--- src/rtl/vedic_div16by8.sv ---
// rtl/vedic_div16by8.sv - restoring divider, one quotient bit per clock, valid/ready in and out
module vedic_div16by8 #(
  parameter int DW = 16,
  parameter int VW = 8
) (
  input  logic          clk,
  input  logic          rst_n,
  input  logic          in_valid,
  output logic          in_ready,
  input  logic [DW-1:0] dividend,
  input  logic [VW-1:0] divisor,
  output logic          out_valid,
  input  logic          out_ready,
  output logic [DW-1:0] quotient,
  output logic [VW-1:0] remainder,
  output logic          div_by_zero,
  output logic          busy
);

  localparam int CW = $clog2(DW);

  typedef enum logic [1:0] {IDLE, RUN, DONE} state_t;

  state_t        state, state_nxt;
  logic [DW-1:0] dvd_q;
  logic [VW-1:0] dvs_q;
  logic [CW-1:0] cnt;
  logic [VW:0]   p;
  logic [VW:0]   t, t_sub;
  logic          q_bit;

  // dvd_q doubles as the quotient shift register: dividend bits leave at
  // the top while quotient bits enter at the bottom.
  assign t     = {p[VW-1:0], dvd_q[DW-1]};
  assign t_sub = t - {1'b0, dvs_q};
  assign q_bit = (t >= {1'b0, dvs_q});

  assign in_ready  = (state == IDLE);
  assign out_valid = (state == DONE);
  assign busy      = (state != IDLE);

  always_ff @(posedge clk or negedge rst_n) begin
    if (!rst_n) state <= IDLE;
    else        state <= state_nxt;
  end

  always_comb begin
    state_nxt = state;
    case (state)
      IDLE:    if (in_valid) state_nxt = RUN;
      RUN:     if (dvs_q == '0 || cnt == '0) state_nxt = DONE;
      DONE:    if (out_ready) state_nxt = IDLE;
      default: state_nxt = IDLE;
    endcase
  end

  always_ff @(posedge clk or negedge rst_n) begin
    if (!rst_n) begin
      dvd_q       <= '0;
      dvs_q       <= '0;
      cnt         <= '0;
      p           <= '0;
      quotient    <= '0;
      remainder   <= '0;
      div_by_zero <= 1'b0;
    end else begin
      case (state)
        IDLE: begin
          if (in_valid) begin
            dvd_q <= dividend;
            dvs_q <= divisor;
            cnt   <= CW'(DW - 1);
            p     <= '0;
          end
        end
        RUN: begin
          // Zero divisor skips the iterations and finishes in a single cycle.
          if (dvs_q == '0) begin
            quotient    <= '1;
            remainder   <= dvd_q[VW-1:0];
            div_by_zero <= 1'b1;
          end else begin
            p     <= q_bit ? t_sub : t;
            dvd_q <= {dvd_q[DW-2:0], q_bit};
            cnt   <= cnt - 1'b1;
            if (cnt == '0) begin
              quotient    <= {dvd_q[DW-2:0], q_bit};
              remainder   <= q_bit ? t_sub[VW-1:0] : t[VW-1:0];
              div_by_zero <= 1'b0;
            end
          end
        end
        default: ;
      endcase
    end
  end

endmodule

--- config.mk ---
export PLATFORM = sky130hd
export DESIGN_NAME = vedic_div16by8
export DESIGN_NICKNAME = d
export VERILOG_FILES = /design/src/rtl/vedic_div16by8.sv
export SDC_FILE = /design/constraint.sdc
export NUM_CORES = 1
export LEC_CHECK = 0
export ABC_AREA = 0
export CAP_MARGIN = 0
export CORE_MARGIN = 8
export CORE_UTILIZATION = 30
export CTS_CLUSTER_SIZE = 20
export DETAILED_ROUTE_END_ITERATION = 6
export SETUP_SLACK_MARGIN = 0.02
export SLEW_MARGIN = 20
export SYNTH_ARGS = -nofsm -noshare
export SYNTH_HDL_FRONTEND = slang
export SYNTH_SLANG_ARGS = --single-unit
--- constraint.sdc ---
create_clock -name clk -period 2.4 [get_ports clk]
set_clock_uncertainty 0.15 [all_clocks]
set_input_delay 0.72 -clock clk [delete_from_list [all_inputs] [get_ports clk]]
set_output_delay 0.72 -clock clk [all_outputs]
set_load 0.02 [all_outputs]
# [After elaboration in Yosys (flattened, before gate mapping)]
# Cells that the tools add are included.
[word_totals] register_bits=63 out_inout_bits=28 wordCells=49
[classes] add_sub_neg=2 magnitude_cmp=1 n_eq_ne=6 muxes=21 n_reduce_logical=11
[op_table] cell="$mux 16" n=4
[op_table] cell="$mux 8" n=6
[op_table] cell="$pmux 16 s2" n=1
[op_table] cell="$pmux 8 s2" n=1
[op_table] cell="$ge 9x8->1" n=1
[op_table] cell="$logic_not 8->1" n=1
[op_table] cell="$mux 4" n=2
[op_table] cell="$pmux 4 s2" n=1
[op_table] cell="$sub 8x8->8" n=1
[op_table] cell="$mux 2" n=3
[op_table] cell="$ne 2x2->1 const B" n=3
[op_table] cell="$pmux 2 s3" n=1
[op_table] cell="$reduce_and 3->1" n=2
[op_table] cell="$reduce_bool 2->1" n=3
[op_table] cell="$logic_not 4->1" n=1
[op_table] cell="$reduce_and 2->1" n=2
[op_table] cell="$sub 4x1->4 const B" n=1
[op_table] cell="$eq 2x1->1 const B" n=1
[op_table] cell="$eq 2x2->1 const B" n=1
[op_table] cell="$logic_not 2->1" n=1
[op_table] cell="$mux 1" n=2
[op_table] cell="$ne 2x1->1 const B" n=1
[op_table] cell="$logic_or 1x1->1" n=1

# [Logic depth before layout (Yosys ltp)]
# Gate-level depths: netlist (run 1).
[logic_depth] word_depth=4 mapped_depth=9 ltp_nobuf=9

# [Least setup slack after synthesis (run 1)]
# Ideal clock, no wire load.
[synth_timing] path_type="register -> register" start="register dvd_q[15]" end="register p[6]" setup_ps=90 arrival_ps=2019 t_required_ps=2160 slack_ps=141 stages_incl_launch_ff=10 period_less_slack_ps=2259 cell_sequence="dfrtp_1 inv_1 ha_1 inv_1 fa_1 a211o_1 a2111oi_0 nand4b_1 o21ai_0 o221ai_1"
[synth_via] elab_chain_cells=4
[synth_rtl] element="from (decl)" line="25" source="logic [DW-1:0] dvd_q;"
[synth_rtl] element="from (signal assigned)" line="70" source="dvd_q <= dividend;"
[synth_rtl] element="from (signal assigned)" line="84" source="dvd_q <= {dvd_q[DW-2:0], q_bit};"
[synth_rtl] element="$sub 8x8->8 / $ge 9x8->1 (equally long branches)" line="35, 36"
[synth_rtl] element="$mux 8 (*)" line="83" source="p <= q_bit ? t_sub : t;"
[synth_rtl] element="$mux 8 (*)" line="78" source="if (dvs_q == '0) begin"
[synth_rtl] element="$pmux 8 s2 (*)" line="67" source="case (state)"
[synth_rtl] element="to (signal assigned)" line="83"
[synth_rtl] element="to (decl)" line="28" source="logic [VW:0] p;"
# Mark *: on every way between the ends. The rest lies on a longest branch, timed or not. The select of a mux whose other input is x is not followed.
# A chain may end at the register's enable or synchronous reset.

# [Worst setup path after layout (run 1)]
[layout_timing] start="register p[1]" end="register p[7]"
[layout_via] elab_chain_cells=4
[layout_rtl] element="$sub 8x8->8 / $ge 9x8->1 (equally long branches)" line="35, 36"
[layout_rtl] element="$mux 8 (*)" line="83"
[layout_rtl] element="$mux 8 (*)" line="78"
[layout_rtl] element="$pmux 8 s2 (*)" line="67"
# Marks and branches as above.

==> results of run 1 <==
-- state kept, by name (all words and copies together), names as in the netlist --
register     count
state            2
cnt              4
p                8
quotient        16
remainder        8
div_by_zero      1
dvd_q           16
dvs_q            8
-- logic make-up (layout without fill, tap and decap cells) --
group,Yosys count,in the layout,share of synthesized area
xor gates and xnor gates,5,5,0.0136
and+or+nand+nor,108,108,0.164
DFF,63,63,0.488
AOI/OAI and AO/OA,101,101,0.238
buffers and inverters,35,104,0.0550
adders and majority gates,10,10,0.0411
-- worst max-delay path, stage by stage, from the launching register on --
cell and delay [ns]:
sky130_fd_sc_hd__dfrtp_1 0.43, sky130_fd_sc_hd__ha_1 0.38, sky130_fd_sc_hd__nor2_1 0.09, sky130_fd_sc_hd__a21oi_1 0.34, sky130_fd_sc_hd__o221a_4 0.36, sky130_fd_sc_hd__o2111ai_1 0.23
sky130_fd_sc_hd__o211ai_1 0.24
-- layout make-up --
class	count	area share
clock buffer	11	0.0310
clock inverter	5	0.00828
inverter	14	0.0124
multi-input combinational	224	0.358
sequential	63	0.372
tap	140	0.0414
timing repair buffer	74	0.176
-- metal layers --
metal,track usage,routed length [um],up-vias
li1,-,-,1322
met1,0.173,4460,1317
met2,0.206,4180,64
met3,0.0371,413,6
met4,0.0304,79,0
met5,0,0,-
-- through the flow --
stage	cells	cell area [um2]	power, mW
floorplan	322	3230	4.58
global placement	515	4030	5.89
detailed placement	515	4030	5.95
CTS	531	4200	6.81
global route	531	4230	7.38
finish	531	4230	6.85
-- report_power, final --
group,internal (mW),leakage [nW],switching (mW)
sequential,1.61,0.741,0.440
clock,0.375,0.0833,0.434
combinational,1.76,0.930,2.23
total,3.75,1.75,3.10
-- placed cells by master (no fill, tap or decap), drive strengths merged, types with 3 or more instances in the layout --
cell type | netlist | final
clkbuf | 7 | 11
o211ai | 10 | 10
o221ai | 3 | 3
o21ai | 16 | 16
xnor2 | 3 | 3
nand2 | 50 | 50
a22oi | 16 | 16
nand3 | 12 | 12
inv | 14 | 14
o22a | 15 | 15
buf | 14 | 20
nor3 | 4 | 4
a21o | 5 | 5
clkdlybuf4s50 | 0 | 51
nand2b | 4 | 4
clkinv | 0 | 4
dlygate4sd2 | 0 | 3
nand4 | 11 | 11
nor2 | 17 | 17
a31oi | 9 | 9
a21oi | 5 | 5
ha | 9 | 9
o31ai | 4 | 4
o21a | 3 | 3
dfrtp | 63 | 63
a211o | 3 | 3
-- worst max path at each step --
| stage | from | endpoint | slack, ns | depth (start not counted) |
|---|---|---|---|---|
| after CTS | dvd_q[15]$_DFFE_PN0P_ | p[6]$_DFFE_PN0P_ | 0.02 | 9 |
| after global placement | dvd_q[15]$_DFFE_PN0P_ | p[6]$_DFFE_PN0P_ | 0.02 | 9 |
| after detailed placement | dvd_q[15]$_DFFE_PN0P_ | p[6]$_DFFE_PN0P_ | -0.02 | 9 |
| final | p[1]$_DFFE_PN0P_ | p[7]$_DFFE_PN0P_ | 0.09 | 6 |
| after global routing | dvs_q[6]$_DFFE_PN0P_ | p[3]$_DFFE_PN0P_ | -0.01 | 8 |
| after floorplan | dvd_q[15]$_DFFE_PN0P_ | p[6]$_DFFE_PN0P_ | 0.14 | 9 |
-- what timing repair did --
action,CTS,global route
buffers inserted,0,0
gates resized for setup,5,7
pin swaps,0,3
setup endpoints to repair,5,14
==> implementation parameters, run 1 <==
Parameter                              Value

Worst setup path
  Maximum fanout encountered on the critical timing path    11
  Arr. time, crit path    2.41 ns
  R2R cell count    6
  Reg2Reg Launch Point    p[1]$_DFFE_PN0P_
  Capturing element type of the critical path    flop
  Type of the worst setup path    flop to flop
  Req. time, crit path    2.49 ns
  R2R setup slack    0.09 ns
  Worst r2r dst    p[7]$_DFFE_PN0P_
  Startpoint types    flop

Yosys
  Post-synthesis instance area    3230 um2
  Dominant synthesized flop cell    sky130_fd_sc_hd__dfrtp_1
  Mapped Cells    322
  Register bit total from synthesis    63
  Cell types with the highest counts after synthesis    63 x sky130_fd_sc_hd__dfrtp_1, 49 x sky130_fd_sc_hd__nand2_1, 15 x sky130_fd_sc_hd__nor2_1, 15 x sky130_fd_sc_hd__o22a_1, 14 x sky130_fd_sc_hd__inv_1
  Cell taking the most area after synthesis    sky130_fd_sc_hd__dfrtp_1
  Yosys Warn Count    0
  Synth async-reset ratio    1.00
  Area share of the largest cell type after synthesis    0.488
  Top post-synthesis cells by area    sky130_fd_sc_hd__dfrtp_1 49%, sky130_fd_sc_hd__nand2_1 5.7%, sky130_fd_sc_hd__o22a_1 4.1%
  Mean Syn Cell Area    10.0 um2
  Count leader, synth    sky130_fd_sc_hd__dfrtp_1
  Post-Synthesis Net Count    360
  Count of different cell masters after synthesis    54
  Sequential area share after synthesis    0.488
  Number of flops mapped to enable cells by yosys    0

Floorplanning
  Die width    120 um
  Number of I/O pins    56
  Row count    38
  Placeable Area    10700 um2
  Die footprint    14300 um2
  Effective utilization at floorplan    0.303
  Vertical extent of the die    120 um

Placement
  RePlAce Congestion    0.857
  Detailed Place HPWL    6600 um
  Port bufs    55
  Placement Setup Slack    -0.0205 ns

Routing
  Mean routed wirelength per cell    17.2 um
  Number of nets with antenna violations after routing    0
  Number of detailed-route iterations in the first pass    4
  Total wire length after detailed routing    9140 um
  Iter 0 DRT Violations    166
  Count of unresolved DRC violations after routing    0
  Vias    2709
  Routed via count divided by cell count    5.10

Final layout
  End-of-flow core utilization    0.397
  Number of fill cells in the layout    1079
  Share of cells above drive strength 1    0.136
  Multi-input gate area    1520 um2
  Antenna diode count    0
  Layout area overhead    31.0%
  Register area    1580 um2
  Net count reported at finish    424

Timing
  Headroom to the max-slew limit    0.677
  Measured slew at the worst slew-check pin    0.484 ns
  Setup repair after global routing missed its margin    true
  Number of max-slew violations in the final report    0
  Setup tns final    0 ns
  Period Utilization, post-route    0.963
  Highest attainable clock frequency    0.433 GHz
  Final setup vio count    0
  Final setup margin    0.0880 ns
  Number of hold violations in the final report    0
  Minimum hold slack    0.233 ns
  Final critical delay including setup and external delays    2.31 ns

Clock tree
  Number of clock sinks    63
  Number of hold-repair buffers added at the cts stage    0
  Clock latency reported for the late side of the worst-skew pair    0.34 ns
  Bufs on Longest Clock Path    2
  CTS clock-pin slew for the worst setup and hold paths    0.07 ns
  CTS buffer count    9
  Root Buffer Master    sky130_fd_sc_hd__clkbuf_8
  Deepest level of the CTS H-tree    3
  Clock tree from TritonCTS    done

Global routing
  Maximum number of pins on one net before global-route repair    64
  Initial antenna violation count    0
  All-layer global routing usage    0.130
  Global-route wire length before repair    15000 um
  Via count of the first global-routing pass    2765
  Aggregate global routing overflow    0

Min path
  Kind of path behind the tightest hold check    input pin to async pin

Power
  Maximum ir drop on the vdd rail    434 uV
  Static leakage    1.75 nW
  Power Dens Cells    1620 nW/um2

Job
  Max_cap viols    0

Outcome
  Status    completed
(Power assumes the default switching activity.)
==> run 2: changes to the inputs <==
--- a/config.mk
+++ b/config.mk
@@ -9,6 +9,7 @@
 export CAP_MARGIN = 0
 export CORE_MARGIN = 8
 export CORE_UTILIZATION = 30
+export CTS_CLUSTER_DIAMETER = 100
 export CTS_CLUSTER_SIZE = 20
 export DETAILED_ROUTE_END_ITERATION = 6
 export SETUP_SLACK_MARGIN = 0.02
==> results of run 2 <==
Final layout, timing and power as in run 1 (identical DEF).
